$ cat src/rtl/i2c_reg_ctrl.sv
// i2c_reg_ctrl: register file behind an I2C slave, with auto-incrementing pointer
// Ports: Clk/Rst (sync, active-high); Start_det/Stop_det/rw_flag bus events from the slave;
//        Wr_vld/Wr_data bytes received; Rd_req/Rd_vld/Rd_data bytes to transmit;
//        Disp_data live copy of reg[DISP_IDX]; Busy high outside IDLE.
// Macro I2C_REG_CTRL_WRAP_EN: pointer wraps modulo 2^AW instead of saturating.
module i2c_reg_ctrl #(
    parameter int AW       = 4,
    parameter int DISP_IDX = 0
) (
    input  logic       Clk,
    input  logic       Rst,
    input  logic       Start_det,
    input  logic       Stop_det,
    input  logic       rw_flag,
    input  logic       Wr_vld,
    input  logic [7:0] Wr_data,
    input  logic       Rd_req,
    output logic       Rd_vld,
    output logic [7:0] Rd_data,
    output logic [7:0] Disp_data,
    output logic       Busy
);
    typedef enum logic [1:0] {IDLE, ADDR, WRITE, READ} state_t;
    state_t          r_state, w_nxt;
    logic [7:0]      r_regs [2**AW];
    logic [AW-1:0]   r_ptr, w_ptr_nxt;
    logic            r_sat, w_sat_set;
    logic [7:0]      r_rd_data;
    logic            r_rd_vld;
    logic            w_quiet, w_addr_ld, w_reg_wr, w_rd;
    // Bus events outrank data strobes; a strobe coinciding with START/STOP is dropped.
    assign w_quiet   = !Stop_det && !Start_det;
    assign w_addr_ld = w_quiet && Wr_vld && r_state == ADDR;
    assign w_reg_wr  = w_quiet && Wr_vld && r_state == WRITE && !r_sat;
    assign w_rd      = w_quiet && Rd_req && r_state == READ;
`ifdef I2C_REG_CTRL_WRAP_EN
    assign w_ptr_nxt = r_ptr + 1'b1;
    assign w_sat_set = 1'b0;
`else
    // r_sat blocks further writes once the last register has been written.
    assign w_ptr_nxt = (&r_ptr) ? r_ptr : r_ptr + 1'b1;
    assign w_sat_set = &r_ptr;
`endif
    always_comb begin
        w_nxt = r_state;
        if (Stop_det)
            w_nxt = IDLE;
        else if (Start_det)
            w_nxt = rw_flag ? READ : ADDR;
        else if (w_addr_ld)
            w_nxt = WRITE;
    end
    always_ff @(posedge Clk) begin
        if (Rst)
            r_state <= IDLE;
        else
            r_state <= w_nxt;
    end
    always_ff @(posedge Clk) begin
        if (Rst) begin
            r_ptr     <= '0;
            r_sat     <= 1'b0;
            r_rd_data <= 8'h00;
            r_rd_vld  <= 1'b0;
            for (int i = 0; i < 2**AW; i++)
                r_regs[i] <= 8'h00;
        end else begin
            r_rd_vld <= w_rd;
            if (w_addr_ld) begin
                r_ptr <= Wr_data[AW-1:0];
                r_sat <= 1'b0;
            end else if (w_reg_wr) begin
                r_regs[r_ptr] <= Wr_data;
                r_ptr         <= w_ptr_nxt;
                r_sat         <= w_sat_set;
            end else if (w_rd) begin
                r_rd_data <= r_regs[r_ptr];
                r_ptr     <= w_ptr_nxt;
            end
        end
    end
    assign Rd_vld    = r_rd_vld;
    assign Rd_data   = r_rd_data;
    assign Disp_data = r_regs[DISP_IDX];
    assign Busy      = r_state != IDLE;
endmodule
$ cat config.mk
export PLATFORM = sky130hd
export DESIGN_NAME = i2c_reg_ctrl
export DESIGN_NICKNAME = d
export VERILOG_FILES = /design/src/rtl/i2c_reg_ctrl.sv
export SDC_FILE = /design/constraint.sdc
export NUM_CORES = 1
export LEC_CHECK = 0
export CAP_MARGIN = 20
export CORE_MARGIN = 2
export CORE_UTILIZATION = 55
export CTS_CLUSTER_SIZE = 28
export DETAILED_ROUTE_END_ITERATION = 7
export MAX_ROUTING_LAYER = met4
export PLACE_DENSITY = 0.74
export SYNTH_ARGS = -nofsm -noshare
export SYNTH_HDL_FRONTEND = slang
export SYNTH_SLANG_ARGS = --single-unit
$ cat constraint.sdc
create_clock -name Clk -period 4.3 [get_ports Clk]
set_input_delay 0.86 -clock Clk [delete_from_list [all_inputs] [get_ports Clk]]
set_output_delay 0.86 -clock Clk [all_outputs]
set_load 0.01 [all_outputs]
Yosys cells after proc, flatten, opt, wreduce, memory -nomap -nowiden
Memory sizes are Yosys's and may differ from the RTL's. A register that Yosys moved wholly into a read port is not among the register bits.
Index checks and enable logic that the tools add are counted.
- bitwise logic cells: 2
- reduce and logical (&&, ||, !) cells: 18
- add/subtract/negate cells: 1
- mux-type cells: 16
- equal/unequal tests: 3
- operator list (kind ; number):
    4-bit 2-to-1 mux ; 5
    8-bit 2-to-1 mux ; 1
    8-bit OR reduction ; 1
    1-bit logical AND ; 7
    1-bit 2-to-1 mux ; 7
    2-bit 2-to-1 mux ; 3
    4-bit by 1-bit adder with 4-bit output, second input constant ; 1
    2-bit equality test, second input constant ; 2
    4-bit AND reduction ; 1
    2-bit nonzero test ; 2
    2-bit OR reduction ; 2
    1-bit logical NOT ; 3
    3-bit AND reduction ; 1
    3-bit nonzero test ; 1
    2-bit by 1-bit equality test with 1-bit output, second input constant ; 1
    1-bit inverter ; 2
- output and inout port bits: 18
- bits in writable memories: 128
- memories: 1
- input port bits: 15
- word-level logic and storage cells: 45
- register bits: 8
- memories (memory ; depth ; width ; rd ports ; clocked after memory_dff ; wr ports ; line ; source):
    r_regs ; 16 ; 8 ; 2 ; 1 ; 16 ; 25 ; logic [7:0] r_regs [2**AW];

Logic depth before layout (Yosys ltp)
Gate-level depths: netlist of run 1.
- depth in word-level cells: 11
- depth in mapped cells: 7
- mapped depth without buffers: 5

Worst setup path after synthesis of run 1
Ideal clock, no wire load.
- path type: input port to flip-flop
- from: input Wr_vld
- to: memory r_regs[15][0], enable pin
- path buffers: 0
- library setup time: 0.334 ns
- arrival: 1.762 ns
- required time: 3.966 ns
- stages on the path: 4
- slack: 2.204 ns
- cell sequence: and4bb_2 and2_1 nand4_1 nand2b_1
- RTL lines (element ; line ; source):
    start, declared ; 15 ; input logic Wr_vld,
    end, declared ; 25 ;

Final worst setup path of run 1
- from: input Start_det
- to: register r_rd_data[4] (netlist: Rd_data[4]), read port of r_regs
- word-level cells in the longest chain between the ends: 7
- elaborated cells on any way between the ends: 11
- classes of those cells: bitwise (2); reduce/logical (9)
- ends and longest elaborated chain (element ; line ; source):
    start, declared ; 12 ; input logic Start_det,
    1-bit logical NOT (*) ; 32 ; assign w_quiet = !Stop_det && !Start_det;
    1-bit logical AND (*) ; 32 ;
    1-bit logical AND ; 33, 34 ;
    1-bit logical AND (2 in a row) ; 34 ; assign w_reg_wr = w_quiet && Wr_vld && r_state == WRITE && !r_sat;
    1-bit inverter (no line) ; -- ;
    3-bit AND reduction (no line) (*) ; -- ;
    end, declared ; 28 ; logic [7:0] r_rd_data;
Mark *: on every way between the ends. The rest lies on a longest branch, timed or not.
A chain may end at the register's enable or synchronous reset.

==> summary.md, run 1 <==
| Metric | Value |
|---|---|
| Hold path cells | 2 |
| Via count | 3999 |
| Detail Placement HPWL | 10100 um |
| Clock Sink Count | 144 |
| 1st-iter DRT viols | 379 |
| Most frequent cells in the layout | and2_1 (129), edfxtp_1 (128), mux4_2 (32), clkdlybuf4s50_1 (32) |
| Routed Antenna Nets | 0 |
| Worst Hold Class | flip-flop to flip-flop |
| CP endpoint kind | flip-flop |
| Initial antenna violation count | 0 |
| Post-CTS sizing | 0 |
| WP depth | 5 |
| Syn nets | 480 |
| Hold Fails Final Rpt | 0 |
| FF-to-FF setup slack | 1.69 ns |
| Die Ht | 115 um |
| Total power | 3.30 mW |
| Worst path bufs/invs | 1 |
| Final max-slew violation count | 0 |
| Power density cells | 424 nW/um2 |
| Crit path largest cell delay | 0.62 ns |
| DRC | 0 |
| Synthesized area | 6770 um2 |
| Setup violators final | 0 |
| Port bufs | 32 |
| Commonest non-fill, non-tap cell in the layout | and2_1 |
| Final clock skew | 0.00736 ns |
| Ys async rst share | 0% |
| Total track usage | 26.2% |
| Starting density of the core | 56.4% |
| Relative slew slack | 36.7% |
| Worst-path clk slew | 0.06 ns |
| Non-Filler Instances | 648 |
| TNS Setup | 0 ns |
| Seq cells post-synth | 144 |
| Area leader, netlist | edfxtp_1 |
| Clock Tree Buf Depth | 2 |
| WP data arrival | 3.15 ns |
| Leak | 2.83 nW |
| Crit path cell chain | clkdlybuf4s50_1 -> nor2_2 -> nand4_1 -> or3_1 -> o221ai_1 |
| Status | complete, no violations |
| First-pass detailed-route iteration total | 5 |
| Largest net degree at the start of global routing | 22 |
| CP Max Fanout | 14 |
| First-pass GRT wire length | 23600 um |
| Root buf cell | clkbuf_16 |
| Die X-Extent | 115 um |
| Number of antenna diodes | 0 |
| EDFF count, synth | 128 |
| Worst setup SP type | input port |
| Core area | 12000 um2 |
| Wire per inst | 23.9 um |
| Gpl congestion | 0.863 |
| Mean Syn Cell Area | 14.7 um2 |
| Crit Path Class | input port to flip-flop |
| Number of global-route vias before repair | 3929 |
| Seq/Total Area, Yosys | 61.5% |
| I/O pins | 33 |
| Row Count | 40 |
| Via density | 6.17 |
| Hold Buf Count CTS | 0 |
| Post-layout minimum cycle time | 2.81 ns |
| Distinct cells, synth | 39 |
| Max Fclk | 0.356 GHz |
| Worst path slowest cell | or3_1 |
| Total grt overflow | 0 |
| Multi-input gate area | 2440 um2 |
| Clk Latency, worst-skew pair | 0.43 ns |
| Peak VDD IR | 0.000305 V |
| Worst R2R Path Depth | 5 |
| Max_cap viols | 0 |
| CTS buffer count | 17 |
| Post-Place Cells | 616 |
| Main area contributors after synthesis | edfxtp_1 (57%), and2_1 (12%), mux4_2 (11%) |
| Storage element area | 4170 um2 |
| Syn Inst Count | 461 |
| Top cell type's share of synthesized area | 56.8% |
| Area grow syn2layout | 14.9% |
| Die ar. | 13200 um2 |
| Total wire length | 15500 um |
| RSZ-0062 raised after global routing | no |
| Period utilization | 65.4% |
| Main flop type after synthesis | edfxtp_1 |
| Syn. warnings | 0 |
| Share of cells above drive strength 1 | 21.4% |
| Fill count | 861 |
| Worst-Margin Slew | 0.949 ns |
| Delay-heaviest family, CP | simple AND/OR/NAND/NOR gates |
| H-tree levels | 4 |
| Final layout net count | 507 |
| CTS tree | done |
| Post-CTS setup buffers | 0 |
| CP required | 4.64 ns |
==> cells by family (layout without fill, tap and decap cells) <==
| kind of cell | count (synthesis) | count (layout) | synth area share (%) |
|---|---|---|---|
| AO/OA/AOI/OAI | 23 | 23 | 2.81 |
| buffers and inverters | 33 | 73 | 2.46 |
| flip-flops | 144 | 144 | 61.5 |
| adder cells (fa/ha/maj) | 4 | 4 | 0.739 |
| multiplexers | 48 | 48 | 13.0 |
| AND/OR/NAND/NOR | 209 | 209 | 19.5 |
==> cell usage after synthesis, types with 4 or more instances <==
master    count
inv_1         4
nand2_1       6
dfxtp_1      16
edfxtp_1    128
clkbuf_1     16
mux4_2       32
mux2i_1      15
nand3_1       4
nand2b_1      5
o211ai_1      4
buf_6         4
nor2_2       17
or2_2        16
o221ai_1      8
ha_1          4
buf_2         7
nor2_1        4
nand3b_1     10
and2_1      129
==> per-layer routing <==
metal / global-route usage (%) / vias to the layer above / wire, um
met5: - / - / 0
met4: 11.0 / 0 / 512
met3: 6.43 / 32 / 1270
met2: 36.5 / 183 / 6860
met1: 37.1 / 2018 / 6840
li1: - / 1766 / -
==> stage by stage <==
stage / hold slack [ns] / setup WS (ns) / util, % / cell area [um2]
5_1_grt: 0.478 / 1.32 / 64.8 / 7780
6_report: 0.464 / 1.49 / 64.8 / 7780
4_1_cts: 0.464 / 1.53 / 64.8 / 7780
3_5_place_dp: 0.455 / 1.08 / 59.6 / 7160
2_1_floorplan: 0.439 / 2.20 / - / 6770
3_3_place_gp: 0.450 / 1.18 / 59.6 / 7160
==> sequential cells by signal, summed over array words and instances, names as in the netlist <==
name and count:
Rd_data 8, Rd_vld 1, r_ptr 4, r_regs 128
r_sat 1, r_state 2
==> cell type report <==
cell class                 instances  area share (%)
clock buffer                      17            5.47
clock inverter                    15            2.49
inverter                           5           0.241
multi-input combinational        284            31.4
sequential                       144            53.5
tap                              147            2.36
timing repair buffer              36            4.50
==> power breakdown <==
group	internal, mW	switching, mW
registers	1.56	0.0267
logic	0.0719	0.100
clock network	0.964	0.575
total	2.60	0.702
==> tightest hold or removal path, cell delays in order, from the launching register on <==
cell      delay (ns)
dfxtp_1         0.30
inv_1           0.06
a211oi_2        0.05
==> final timing paths <==
check                               start       endpoint
worst max register to register   r_ptr[1]  r_regs[10][1]
worst max-delay path            Start_det     Rd_data[4]
worst min register to register      r_sat          r_sat
worst min-delay path                r_sat          r_sat
(Power assumes the default switching activity.)
==> inputs of run 2 (changes only) <==
==> constraint.sdc (replaced) <==
create_clock -name Clk -period 2.6 [get_ports Clk]
set_input_delay 0.52 -clock Clk [delete_from_list [all_inputs] [get_ports Clk]]
set_output_delay 0.52 -clock Clk [all_outputs]
set_load 0.01 [all_outputs]
==> run 2 against run 1 <==
Final cell count rose by 3.5%. Sequential share of layout area fell by 1.0 points. Setup slack got worse by 0.97 ns. Clock-buffer cell count rose by 7. Sequential power rose by 64%. Sequential cell count did not move. Non-clock buffer count rose by 23. Combinational power rose by 80%. Critical path depth fell by 3.
==> summary.md, run 2 (synthesis results as in run 1) <==
| Metric | Value |
|---|---|
| Worst Hold Class | flip-flop to flip-flop (unchanged) |
| Non-Filler Instances | 671 (was 648) |
| Via count | 3963 (was 3999) |
| Starting density of the core | 56.4% (unchanged) |
| Worst-Margin Slew | 0.747 ns (was 0.949 ns) |
| Crit path cell chain | or2_2 -> clkdlybuf4s50_1 (was clkdlybuf4s50_1 -> nor2_2 -> nand4_1 -> or3_1 -> o221ai_1) |
| Area grow syn2layout | 17.1% (was 14.9%) |
| Total track usage | 25.7% (was 26.2%) |
| First-pass detailed-route iteration total | 5 (unchanged) |
| Commonest non-fill, non-tap cell in the layout | and2_1 (unchanged) |
| Relative slew slack | 50.0% (was 36.7%) |
| H-tree levels | 4 (unchanged) |
| Clock Tree Buf Depth | 2 (unchanged) |
| First-pass GRT wire length | 23400 um (was 23600 um) |
| Largest Register | r_regs (unchanged) |
| Fill count | 863 (was 861) |
| Status | complete, no violations (unchanged) |
| Post-Place Cells | 639 (was 616) |
| Detail Placement HPWL | 9990 um (was 10100 um) |
| Final max-slew violation count | 0 (unchanged) |
| Crit path largest cell delay | 0.48 ns (was 0.62 ns) |
| FF-to-FF setup slack | 0.56 ns (was 1.69 ns) |
| Reg-to-Reg End | Rd_data[5] (was r_regs[10][1]) |
| DRC | 0 (unchanged) |
| Routed Antenna Nets | 0 (unchanged) |
| Multi-input gate area | 2440 um2 (unchanged) |
| Hold Buf Count CTS | 0 (unchanged) |
| CP endpoint kind | output pin (was flip-flop) |
| Worst path slowest cell | clkdlybuf4s50_1 (was or3_1) |
| Crit Path Class | flip-flop to output pin (was input port to flip-flop) |
| Peak VDD IR | 0.000415 V (was 0.000305 V) |
| Final clock skew | 0.00629 ns (was 0.00736 ns) |
| Worst hold margin | 0.470 ns (was 0.464 ns) |
| Critical path launch point | r_state[0] (was Start_det) |
| Die X-Extent | 115 um (unchanged) |
| Number of flip-flops under the largest register name | 128 (unchanged) |
| CTS buffer count | 17 (unchanged) |
| Share of cells above drive strength 1 | 24.8% (was 21.4%) |
| Max Fclk | 0.480 GHz |
| Total grt overflow | 0 (unchanged) |
| Via density | 5.91 (was 6.17) |
| Period utilization | 80.1% |
| Clk Latency, worst-skew pair | 0.43 ns (about the same) |
| Largest net degree at the start of global routing | 26 (was 22) |
| Row Count | 40 (unchanged) |
| TNS Setup | 0 ns (unchanged) |
| Post-CTS setup buffers | 0 (unchanged) |
| Number of antenna diodes | 0 (unchanged) |
| Post-CTS sizing | 0 (unchanged) |
| Leak | 2.96 nW (was 2.83 nW) |
| I/O pins | 33 (unchanged) |
| RR Startpoint | r_ptr[1] (unchanged) |
| Core area | 12000 um2 (unchanged) |
| CP Max Fanout | 8 (was 14) |
| Storage element area | 4170 um2 (unchanged) |
| Worst R2R Path Depth | 4 (was 5) |
| Gpl congestion | 0.853 (was 0.863) |
| RSZ-0062 raised after global routing | no (unchanged) |
| CP endpoint | Busy (was Rd_data[4]) |
| Final layout net count | 530 (was 507) |
| Die ar. | 13200 um2 (unchanged) |
| Total power | 5.33 mW (was 3.30 mW) |
| Wire per inst | 22.4 um (was 23.9 um) |
| Post-layout minimum cycle time | 2.08 ns |
| Setup violators final | 0 (unchanged) |
| Total wire length | 15000 um (was 15500 um) |
| Root buf cell | clkbuf_16 (unchanged) |
| Number of global-route vias before repair | 4007 (was 3929) |
| CP required | 2.08 ns (was 4.64 ns) |
| Hold Fails Final Rpt | 0 (unchanged) |
| Initial antenna violation count | 0 (unchanged) |
| WP depth | 2 (was 5) |
| Die Ht | 115 um (unchanged) |
| Port bufs | 32 (unchanged) |
| Worst path bufs/invs | 1 (unchanged) |
| Worst setup SP type | flip-flop (was input port) |
| Worst-path clk slew | 0.06 ns (about the same) |
| Most frequent cells in the layout | and2_1 (129), edfxtp_1 (128), mux4_2 (32), clkdlybuf4s50_1 (32), buf_4 (27) (was and2_1 (129), edfxtp_1 (128), mux4_2 (32), clkdlybuf4s50_1 (32)) |
| 1st-iter DRT viols | 376 (was 379) |
| Clock Sink Count | 144 (unchanged) |
| Final core occ | 66.0% (was 64.8%) |
| WP data arrival | 1.56 ns (was 3.15 ns) |
| Max_cap viols | 0 (unchanged) |
| Delay-heaviest family, CP | buffers and inverters (was simple AND/OR/NAND/NOR gates) |
| CTS tree | done (unchanged) |
| Power density cells | 672 nW/um2 (was 424 nW/um2) |
==> run 2: metrics by stage <==
stage	setup slack, ns	instance area, um2
floorplan	0.684	6770
global placement	0.270	7330
detailed placement	0.209	7330
CTS	0.504	7930
global route	0.454	7930
finish	0.517	7930
==> run 2: worst reg2reg max path: stages (launching register included) <==
cell      delay [ns]
dfxtp_2         0.43
buf_4           0.34
mux4_2          0.60
mux2i_1         0.35
o221ai_1        0.18
==> run 2: metal layers <==
metal / wire length, um / vias to the layer above / track usage (%) / part of all wire (%)
met2: 6730 / 150 / 36.0 / 45
met1: 6660 / 1980 / 36.2 / 44
li1: - / 1803 / - / -
met4: 509 / 0 / 11.6 / 3.4
met5: 0 / - / - / 0
met3: 1150 / 30 / 5.85 / 7.6
==> run 2: power by group <==
| group | switching, mW | internal, mW | total, mW | leakage [nW] |
|---|---|---|---|---|
| Sequential | 0.0277 | 2.58 | 2.61 | 1.45 |
| Clock | 0.910 | 1.50 | 2.41 | 0.292 |
| Combinational | 0.185 | 0.124 | 0.309 | 1.21 |
==> run 2: worst min-delay path by stage <==
stage | start | to | slack [ns] | cells after the start
finish | r_sat | r_sat | 0.47 | 2
global route | r_sat | r_sat | 0.50 | 2
CTS | r_sat | r_sat | 0.47 | 2
detailed placement | r_sat | r_sat | 0.46 | 2
global placement | r_sat | r_sat | 0.46 | 2
floorplan | r_sat | r_sat | 0.44 | 2
==> run 2: layout make-up <==
type                       instances  share of cell area, %
sequential                       144                   52.5
multi-input combinational        284                   30.8
clock buffer                      24                   6.61
timing repair buffer              59                   6.59
tap                              147                   2.32
clock inverter                     8                  0.931
inverter                           5                  0.237
